## src/rtl/imuldiv_div_share_arbiter_pkg.sv

```systemverilog
// Purpose: shared encodings for the two-port divider share arbiter.
// Latency: n/a (types and constants only).
// Backpressure: n/a.
package imuldiv_div_share_arbiter_pkg;

    // Arbiter sequencing states; one divide is in flight at a time.
    typedef enum logic [1:0] {
        ST_IDLE  = 2'd0,
        ST_ISSUE = 2'd1,
        ST_WAIT  = 2'd2,
        ST_RESP  = 2'd3
    } state_t;

    // Owner / last-grant encoding.
    localparam logic OWNER_REQ0 = 1'b0;
    localparam logic OWNER_REQ1 = 1'b1;

    // Divider function encoding carried on *_msg_fn.
    localparam logic FN_DIV  = 1'b0;
    localparam logic FN_DIVU = 1'b1;

endpackage

```

## src/rtl/imuldiv_rr_arb2.sv

```systemverilog
// Purpose: combinational 2-way round-robin grant (one-hot), favouring the
//          requester that did not win last time when both are valid.
// Latency: 0 cycles; backpressure: none, pure function of its inputs.
// Ports: req0_val/req1_val request bits, last_grant pointer, grant[1:0] one-hot.
module imuldiv_rr_arb2
    import imuldiv_div_share_arbiter_pkg::*;
(
    input  logic       req0_val,
    input  logic       req1_val,
    input  logic       last_grant,
    output logic [1:0] grant
);

    always_comb begin
        grant = 2'b00;
        if (req0_val && req1_val) begin
            // Tie: hand the grant to whoever did not win last.
            grant = (last_grant == OWNER_REQ1) ? 2'b01 : 2'b10;
        end else if (req0_val) begin
            grant = 2'b01;
        end else if (req1_val) begin
            grant = 2'b10;
        end
    end

endmodule

```

## src/rtl/imuldiv_div_share_arbiter.sv

```systemverilog
// Purpose: shares one iterative divider between two val/rdy requesters,
//          round-robin, one transaction in flight, result returned to owner.
// Latency: accept->divreq_val 1 cycle; divresp_val->resp val 1 cycle; a stalled
//          owner response or divider handshake holds the FSM (and the other port).
// Ports: req0/req1 request + resp0/resp1 response channels, divreq/divresp
//        divider channels, busy = not idle.
module imuldiv_div_share_arbiter
    import imuldiv_div_share_arbiter_pkg::*;
#(
    parameter int   DATA_W    = 32,
    parameter logic INIT_LAST = 1'b1
) (
    input  logic                  clk,
    input  logic                  reset,

    input  logic                  req0_msg_fn,
    input  logic [DATA_W-1:0]     req0_msg_a,
    input  logic [DATA_W-1:0]     req0_msg_b,
    input  logic                  req0_val,
    output logic                  req0_rdy,
    output logic [2*DATA_W-1:0]   resp0_msg_result,
    output logic                  resp0_val,
    input  logic                  resp0_rdy,

    input  logic                  req1_msg_fn,
    input  logic [DATA_W-1:0]     req1_msg_a,
    input  logic [DATA_W-1:0]     req1_msg_b,
    input  logic                  req1_val,
    output logic                  req1_rdy,
    output logic [2*DATA_W-1:0]   resp1_msg_result,
    output logic                  resp1_val,
    input  logic                  resp1_rdy,

    output logic                  divreq_msg_fn,
    output logic [DATA_W-1:0]     divreq_msg_a,
    output logic [DATA_W-1:0]     divreq_msg_b,
    output logic                  divreq_val,
    input  logic                  divreq_rdy,
    input  logic [2*DATA_W-1:0]   divresp_msg_result,
    input  logic                  divresp_val,
    output logic                  divresp_rdy,

    output logic                  busy
);

    state_t                state_q, state_d;
    logic                  last_grant_q, last_grant_d;
    logic                  owner_q, owner_d;
    logic                  fn_q, fn_d;
    logic [DATA_W-1:0]     a_q, a_d;
    logic [DATA_W-1:0]     b_q, b_d;
    logic [2*DATA_W-1:0]   result_q, result_d;
    logic [1:0]            grant;

    imuldiv_rr_arb2 u_rr_arb2 (
        .req0_val   (req0_val),
        .req1_val   (req1_val),
        .last_grant (last_grant_q),
        .grant      (grant)
    );

    always_ff @(posedge clk or posedge reset) begin
        if (reset) begin
            state_q      <= ST_IDLE;
            last_grant_q <= INIT_LAST;
            owner_q      <= OWNER_REQ0;
            fn_q         <= 1'b0;
            a_q          <= '0;
            b_q          <= '0;
            result_q     <= '0;
        end else begin
            state_q      <= state_d;
            last_grant_q <= last_grant_d;
            owner_q      <= owner_d;
            fn_q         <= fn_d;
            a_q          <= a_d;
            b_q          <= b_d;
            result_q     <= result_d;
        end
    end

    always_comb begin
        state_d      = state_q;
        last_grant_d = last_grant_q;
        owner_d      = owner_q;
        fn_d         = fn_q;
        a_d          = a_q;
        b_d          = b_q;
        result_d     = result_q;
        req0_rdy     = 1'b0;
        req1_rdy     = 1'b0;
        divreq_val   = 1'b0;
        divresp_rdy  = 1'b0;
        resp0_val    = 1'b0;
        resp1_val    = 1'b0;

        case (state_q)
            ST_IDLE: begin
                req0_rdy = grant[0];
                req1_rdy = grant[1];
                if (req0_val && grant[0]) begin
                    fn_d         = req0_msg_fn;
                    a_d          = req0_msg_a;
                    b_d          = req0_msg_b;
                    owner_d      = OWNER_REQ0;
                    last_grant_d = OWNER_REQ0;
                    state_d      = ST_ISSUE;
                end else if (req1_val && grant[1]) begin
                    fn_d         = req1_msg_fn;
                    a_d          = req1_msg_a;
                    b_d          = req1_msg_b;
                    owner_d      = OWNER_REQ1;
                    last_grant_d = OWNER_REQ1;
                    state_d      = ST_ISSUE;
                end
            end
            ST_ISSUE: begin
                divreq_val = 1'b1;
                if (divreq_rdy) begin
                    state_d = ST_WAIT;
                end
            end
            ST_WAIT: begin
                divresp_rdy = 1'b1;
                if (divresp_val) begin
                    result_d = divresp_msg_result;
                    state_d  = ST_RESP;
                end
            end
            ST_RESP: begin
                resp0_val = (owner_q == OWNER_REQ0);
                resp1_val = (owner_q == OWNER_REQ1);
                if ((owner_q == OWNER_REQ0 && resp0_rdy) ||
                    (owner_q == OWNER_REQ1 && resp1_rdy)) begin
                    state_d = ST_IDLE;
                end
            end
            default: begin
                state_d = ST_IDLE;
            end
        endcase

        // The state register already sits in IDLE during reset, but the
        // request grant is combinational from req*_val, so mask it here.
        if (reset) begin
            req0_rdy = 1'b0;
            req1_rdy = 1'b0;
        end
    end

    assign divreq_msg_fn    = fn_q;
    assign divreq_msg_a     = a_q;
    assign divreq_msg_b     = b_q;
    assign resp0_msg_result = result_q;
    assign resp1_msg_result = result_q;
    assign busy             = (state_q != ST_IDLE);

endmodule

```

## config.mk

```make
export PLATFORM = sky130hd
export DESIGN_NAME = imuldiv_div_share_arbiter
export DESIGN_NICKNAME = d
export VERILOG_FILES = /design/src/rtl/imuldiv_div_share_arbiter_pkg.sv /design/src/rtl/imuldiv_rr_arb2.sv /design/src/rtl/imuldiv_div_share_arbiter.sv
export SDC_FILE = /design/constraint.sdc
export NUM_CORES = 1
export LEC_CHECK = 0
export CORE_AREA = 3 3 154 156
export DETAILED_ROUTE_END_ITERATION = 16
export DIE_AREA = 0 0 157 159
export GPL_TIMING_DRIVEN = 0
export PLACE_DENSITY = 0.71
export SLEW_MARGIN = 20
export SYNTH_ARGS = -nofsm -noshare
export SYNTH_HDL_FRONTEND = slang
export SYNTH_SLANG_ARGS = --single-unit
```

## constraint.sdc

```tcl
create_clock -name clk -period 8.4 [get_ports clk]
set_input_delay 1.68 -clock clk [delete_from_list [all_inputs] [get_ports clk]]
set_output_delay 1.68 -clock clk [all_outputs]
set_load 0.1 [all_outputs]
```

## After elaboration in Yosys (flattened, before gate mapping)

Cells that the tools add are included.

| operators by class | value |
|---|---|
| equal/unequal tests | 7 |
| mux-type cells | 26 |
| bitwise logic cells | 1 |
| reduce and logical (&&, ||, !) cells | 12 |

Operators by type and width:

| kind | count |
|---|---|
| $mux W32 | 4 |
| $mux W2 | 9 |
| $mux W1 | 12 |
| $pmux W2 S4 | 1 |
| $ne A2 B2 Y1 const B | 3 |
| $logic_and A1 B1 Y1 | 5 |
| $eq A2 B2 Y1 const B | 2 |
| $reduce_and A2 Y1 | 2 |
| $reduce_and A4 Y1 | 1 |
| $reduce_bool A2 Y1 | 2 |
| $ne A3 B3 Y1 const B | 1 |
| $eq A2 B1 Y1 const B | 1 |
| $logic_not A2 Y1 | 1 |
| $logic_or A1 B1 Y1 | 1 |
| $not A1 Y1 | 1 |

| storage, ports and cells | value |
|---|---|
| bits in registers | 133 |
| bits of input ports | 202 |
| word-level logic and storage cells | 53 |

## Logic depth before layout (Yosys ltp)

Gate-level depths: netlist of the first run.

| depth | value |
|---|---|
| depth after elaboration | 7 |
| depth in mapped cells | 7 |

## Modules after synthesis

Synthesis of the first run repeated with hierarchy kept, for this count alone.

| unflattened totals | value |
|---|---|
| cells, all modules | 513 |
| area total of the unflattened synthesis | 6115.9 sq um |

By module, submodules not included:

| module | instances | cells each | area an instance (sq um) |
|---|---|---|---|
| imuldiv_div_share_arbiter | 1 | 510 | 6097.1 |
| imuldiv_rr_arb2 | 1 | 3 | 18.8 |

## Worst setup path after synthesis of the first run

No wires, ideal clock.

| path | value |
|---|---|
| path type | input to output |
| start | input req1_val |
| end | output req1_rdy |
| arrival time | 6383 ps |
| required time | 6720 ps |
| slack | 337 ps |
| stages on the path | 2 |
| path buffers | 0 |
| path through | inv_2 a2111oi_0 |

| on the way | value |
|---|---|
| longest elaborated chain between the ends | 5 |
| elaborated cells between the ends (all ways) | 6 |

RTL lines:

| element | RTL line | text |
|---|---|---|
| from (decl) | imuldiv_div_share_arbiter.sv:28 | `input logic req1_val,` |
| $mux W2 | imuldiv_rr_arb2.sv:21 | `end else if (req1_val) begin` |
| $mux W2 | imuldiv_rr_arb2.sv:19 | `end else if (req0_val) begin` |
| $mux W2 (*) | imuldiv_rr_arb2.sv:16 | `if (req0_val && req1_val) begin` |
| $mux W1 (*) | imuldiv_div_share_arbiter.sv:97 | `case (state_q)` |
| $mux W1 (*) | imuldiv_div_share_arbiter.sv:145 | `if (reset) begin` |
| to (decl) | imuldiv_div_share_arbiter.sv:29 | `output logic req1_rdy,` |

Mark *: on every way between the ends. The rest lies on a longest branch, timed or not.

## Worst setup path in the final report of the first run

| path | value |
|---|---|
| start | input req1_val |
| end | output req0_rdy |

| on the way | value |
|---|---|
| longest elaborated chain between the ends | 4 |

RTL lines:

| element | RTL line | text |
|---|---|---|
| $logic_and A1 B1 Y1 | imuldiv_rr_arb2.sv:16 |  |
| $mux W2 | imuldiv_rr_arb2.sv:16 |  |
| $mux W1 | imuldiv_div_share_arbiter.sv:97 |  |
| $mux W1 | imuldiv_div_share_arbiter.sv:145 |  |
| to (decl) | imuldiv_div_share_arbiter.sv:20 | `output logic req0_rdy,` |

Every way passes these cells.

==> impl_metrics.yaml, run 1 <==
cells_and_area:
  final_nets: 1140
  regArea_sq_mm: 0.003329
  layout-drive-gt1-share_pct: 19.98
  n_antenna_cell: 0
  stdcell_count: 1231
  fill_cells: 2071
  syn_to_final_growth_pct: 81.53
  multi_input_area_sq_mm: 0.002112
synthesis:
  synth.yosys.seq_area_share_pct: 54.47
  synth_area_leaders: "dfrtp_1 (54%), mux2_2 (12%), mux2i_1 (11%)"
  yosysMostFrequentCell: "dfrtp_1"
  synth_edf_count: 0
  yosys_register_bits: 133
  synthTopCellsByCount: "dfrtp_1 (132), buf_4 (67), nand2_1 (67)"
  yosysUniqueCellTypes: 26
  synth_cells: 513
  synth_area_sq_mm: 0.006112
  yosys_most_used_dff: "dfrtp_1"
  ys_warn_count: 0
  yosys.area.top_type: "dfrtp_1"
  syn_nets: 719
  async_reset_ff_share_pct: 100.0
  synth_top_area_share_pct: 54.04
  avgSynthCellArea_sq_um: 11.91
timing:
  finalCritPeriodShare_pct: 68.80
  period_needed_ns: 5.779
  worst_pin_slew_ns: 1.080
  slew_headroom_pct: 27.77
  layout_setup_ws_ns: 2.621
  final-setup-viol-count: 0
  fmax_mhz: 173.0
  finClkSkew_ns: 0.01129
  drv_slew: 0
  final_hold_viol_count: 0
  rsz0062_at_grt: "no"
  fin_setup_tns_ns: 0
worst_setup_path:
  crit_buf_inv: 5
  max_stage_delay_ns: 0.99
  arrival_ns: 4.10
  end_kind: "output pin"
  cp.required_ns: 6.72
  critPathTopFamily: "buffers and inverters"
  crit_fanout: 10
  cp_slowest_cell: "clkdlybuf4s50_1"
  worst-setup-path-type: "in -> out"
  crit_path_cell_trace: "clkdlybuf4s50_1 -> inv_2 -> o21ai_2 -> buf_6 -> buf_6 -> nor3_1 -> clkdlybuf4s50_1"
  cp-start-kind: "primary input"
placed_design:
  hpwl_um: 17300
  dp_slack_ns: 2.588
  dpl.cell_count: 1200
  place_congestion: 0.7696
  port_buffers: 401
detailed_routing:
  drt_pass1_iterations: 4
  wl_per_cell_um: 17.58
  drc: 0
  drtIter0Drc: 197
  vias: 5340
  drt_wl_total_um: 21640
  vias_per_cell: 4.338
  drtAntennaViolNets: 0
global_route:
  antenna_found_initial: 0
  grt.overflow.total: 0
  grt_pass1_vias: 5671
  grt_usage_pct: 17.11
  grt_pass1_wl_um: 32980
  grt_max_degree: 71
hold_path:
  min_path_type: "reg -> reg"
clock_tree:
  clk_pin_slew_ns: 0.06
  cts-root-buf: "clkbuf_16"
  ctsResizeCount: 0
  cts_tree: "done"
  hold_buffers: 0
  numCtsBuffers: 17
  htree_levels: 4
  cts_buffer_depth: 2
  clock_latency_ns: 0.41
  cts_setup_buffers: 0
  clock_sinks: 133
floorplan:
  initial_core_util_pct: 27.16
  ios: 402
  row_count: 55
  core-area_sq_mm: 0.02250
  dieHeight_um: 159
  die_w_um: 157
  die-area_sq_mm: 0.02496
run_status:
  status: "finished, final reports clean"
flow_run:
  max-cap-violations: 0
## stage by stage
step           hold slack (ns)  cell area [sq um]  utilization (%)
2_1_floorplan           0.5152               6112                -
3_3_place_gp            0.4600              10480            46.58
3_5_place_dp            0.4692              10520            46.74
4_1_cts                 0.4826              11100            49.31
5_1_grt                 0.4988              11100            49.31
6_report                0.4761              11100            49.31
## logic make-up (layout without fill, tap and decap cells)
family	count (synthesis)	in the layout	synth area share [%]
flops	133	133	54.47
mux	131	131	22.78
buf+inv	98	531	10.97
compound gates	74	74	6.367
simple gates	73	73	4.585
fa+ha+maj	4	4	0.8189
## flip-flops by register name, indices dropped and copies added (netlist names)
register          cells
state_q               2
last_grant_q          1
divreq_msg_a         32
resp0_msg_result     64
owner_q               1
divreq_msg_b         32
divreq_msg_fn         1
## final timing paths
check	start	end	slack [ns]	cells past startpoint
setup / recovery	req1_val	req0_rdy	2.62	7
hold / removal	divreq_msg_a[4]	divreq_msg_a[4]	0.48	2
setup reg to reg	state_q[0]	resp0_msg_result[27]	6.47	5
hold reg to reg	divreq_msg_a[4]	divreq_msg_a[4]	0.48	2
max in group asynchronous	reset	resp0_msg_result[61]	5.91	3
min in group asynchronous	reset	resp0_msg_result[47]	1.75	2
## layout make-up
class / instances / area share (%)
buffer: 91 / 5.807
clock buffer: 17 / 3.834
clock inverter: 14 / 1.376
inverter: 7 / 0.3045
multi-input combinational: 282 / 19.03
sequential: 133 / 30.01
tap: 285 / 3.214
timing repair buffer: 402 / 36.42
## placed cells by master, fill, tap and decap left out, types with 2 or more instances in the layout
| cell type | netlist | routed |
|---|---|---|
| a21oi_1 | 2 | 2 |
| buf_2 | 14 | 14 |
| buf_4 | 67 | 67 |
| buf_6 | 4 | 4 |
| bufinv_16 | 0 | 2 |
| clkbuf_1 | 3 | 3 |
| clkbuf_16 | 0 | 17 |
| clkbuf_2 | 3 | 3 |
| clkdlybuf4s50_1 | 0 | 401 |
| clkinv_2 | 0 | 2 |
| clkinv_4 | 0 | 2 |
| clkinvlp_4 | 0 | 4 |
| dfrtp_1 | 132 | 132 |
| ha_1 | 4 | 4 |
| inv_1 | 6 | 5 |
| inv_6 | 0 | 4 |
| mux2_2 | 65 | 65 |
| mux2i_1 | 66 | 66 |
| nand2_1 | 67 | 67 |
| nor2_1 | 3 | 3 |
| o21ai_0 | 38 | 38 |
| o21ai_1 | 28 | 28 |
## worst reg2reg max path, cell delays in order, from the launching register on
cell and delay, ns:
dfrtp_1 0.37, inv_1 0.09, ha_1 0.28, nand2_1 0.36
buf_2 0.34, mux2_2 0.38
## layer usage
metal,share of wire [%],wire (um),up-vias,global-route usage (%)
met1,39,8509,2537,19.71
met5,0,0,-,0
met3,8.7,1890,11,5.953
met2,51,11020,257,30.31
met4,0.98,212,0,3.979
li1,-,-,2535,-
Power of run 1 is not shown: default switching activity piles up to over one toggle a cycle in this logic, so the estimate is an artifact.
==> run 2: changes to the inputs <==
--- a/config.mk
+++ b/config.mk
@@ -5,11 +5,11 @@
 export SDC_FILE = /design/constraint.sdc
 export NUM_CORES = 1
 export LEC_CHECK = 0
-export CORE_AREA = 3 3 154 156
+export CORE_AREA = 3 3 156 158
 export DETAILED_ROUTE_END_ITERATION = 16
-export DIE_AREA = 0 0 157 159
+export DIE_AREA = 0 0 159 161
 export GPL_TIMING_DRIVEN = 0
-export PLACE_DENSITY = 0.71
+export PLACE_DENSITY = 0.7
 export SLEW_MARGIN = 20
 export SYNTH_ARGS = -nofsm -noshare
 export SYNTH_HDL_FRONTEND = slang
==> constraint.sdc (replaced) <==
create_clock -name clk -period 5.7 [get_ports clk]
set_input_delay 1.14 -clock clk [delete_from_list [all_inputs] [get_ports clk]]
set_output_delay 1.14 -clock clk [all_outputs]
set_load 0.1 [all_outputs]
==> impl_metrics.yaml, run 2 (synthesized netlist as in run 1, its figures left out) <==
timing:
  period_needed_ns: 4.698
  drv_slew: 0
  slew_headroom_pct: 30.51
  worst_pin_slew_ns: 1.039
  final_hold_viol_count: 0
  finalCritPeriodShare_pct: 82.43
  rsz0062_at_grt: "no"
  final-setup-viol-count: 0
  fmax_mhz: 212.8
  finClkSkew_ns: 0.009095
clock_tree:
  cts_tree: "done"
  hold_buffers: 0
  htree_levels: 4
  cts-root-buf: "clkbuf_16"
  clock_latency_ns: 0.41
  clk_pin_slew_ns: 0.06
  numCtsBuffers: 17
  cts_buffer_depth: 2
  ctsResizeCount: 0
  cts_setup_buffers: 0
  clock_sinks: 133
worst_setup_path:
  arrival_ns: 3.56
  crit_path_cell_trace: "clkdlybuf4s50_1 -> o21ai_2 -> buf_6 -> buf_6 -> nor3_1 -> clkdlybuf4s50_1"
  end_kind: "output pin"
  cp_slowest_cell: "clkdlybuf4s50_1"
  cp.required_ns: 4.56
  max_stage_delay_ns: 1.18
  worst-setup-path-type: "in -> out"
  cp-start-kind: "primary input"
  crit_fanout: 10
detailed_routing:
  drt_wl_total_um: 21310
  vias: 5281
  drc: 0
  wl_per_cell_um: 16.86
  vias_per_cell: 4.178
  wl_met1_um: 8486
  wl_met2_um: 10920
  drt_pass1_iterations: 4
  dr.max_layer_used: "met4"
  route.met3.wl_um: 1707
  drtIter0Drc: 158
  drtAntennaViolNets: 0
global_route:
  grt_pass1_vias: 5612
  grt_max_degree: 83
  antenna_found_initial: 0
  grt_usage_pct: 16.41
  grt_pass1_wl_um: 32750
  grt.overflow.total: 0
cells_and_area:
  layout-drive-gt1-share_pct: 19.89
  stdcell_area_sq_mm: 0.01118
  mostFrequentLayoutCell: "clkdlybuf4s50_1"
  mostFrequentLayoutCells: "clkdlybuf4s50_1 (401), dfrtp_1 (132), nand2_1 (67), buf_4 (67), mux2i_1 (66)"
  syn_to_final_growth_pct: 82.93
  largest_register_ffs: 64
  final_nets: 1140
  n_antenna_cell: 0
run_status:
  status: "finished, final reports clean"
floorplan:
  core-area_sq_mm: 0.02326
  ios: 402
  dieHeight_um: 161
  die-area_sq_mm: 0.02560
  row_count: 56
  initial_core_util_pct: 26.27
  die_w_um: 159
placed_design:
  port_buffers: 401
  placed_area_sq_mm: 0.01056
  place_congestion: 0.8030
  hpwl_um: 17020
flow_run:
  max-cap-violations: 0
hold_path:
  min_path_type: "reg -> reg"
-- run 2: changes by cell type in the layout (fill, tap and decap cells not counted) --
cell / change
inv_6: -3
clkbuf_8: +1
a2111oi_1: +1
a2111oi_0: -1
clkinv_4: +1
bufinv_16: +2
clkinvlp_4: -2
-- run 2: per-layer routing --
layer / GRT usage, % / vias to the layer above
li1: - / 2529
met3: 5.437 / 11
met1: 18.99 / 2499
met4: 4.099 / 0
met5: 0 / -
met2: 29.39 / 242
-- run 2: path summary, 6_finish.rpt --
kind / slack, ns / end / from / depth (start not counted)
worst max register to register: 3.75 / resp0_msg_result[26] / state_q[0] / 5
worst max-delay path: 1.00 / req0_rdy / req0_val / 6
min in group asynchronous: 1.19 / resp0_msg_result[47] / reset / 2
worst min-delay path: 0.47 / divreq_msg_a[26] / divreq_msg_a[26] / 2
worst min register to register: 0.47 / divreq_msg_a[26] / divreq_msg_a[26] / 2
max in group asynchronous: 3.76 / divreq_msg_b[13] / reset / 3
-- run 2: worst max-delay path, delay by kind of cell --
kind,cells,cell delay [ns]
simple gates,1,0.13
buf+inv,4,2.12
compound gates,1,0.15
-- run 2: metrics by stage --
step / util [%] / hold slack [ns] / std cells / setup TNS [ns] / setup WS, ns
2_1_floorplan: - / 0.5166 / 513 / 0 / 0.02714
3_3_place_gp: 45.25 / 0.4606 / 1233 / -158.76 / -1.212
3_5_place_dp: 45.40 / 0.4691 / 1234 / 0 / 0.9468
4_1_cts: 48.06 / 0.4827 / 1264 / 0 / 0.9412
5_1_grt: 48.06 / 0.5007 / 1264 / 0 / 0.8816
6_report: 48.06 / 0.4736 / 1264 / 0 / 1.002
-- run 2: final cells by class --
class,instances,area [sq um]
sequential,133,3329
timing repair buffer,402,4041
multi-input combinational,282,2113
buffer,91,644.4
inverter,7,33.78
clock inverter,12,180.2
tap,319,399.1
fill,2198,12080
clock buffer,18,439.2
Power of run 2 is left out for the same reason.
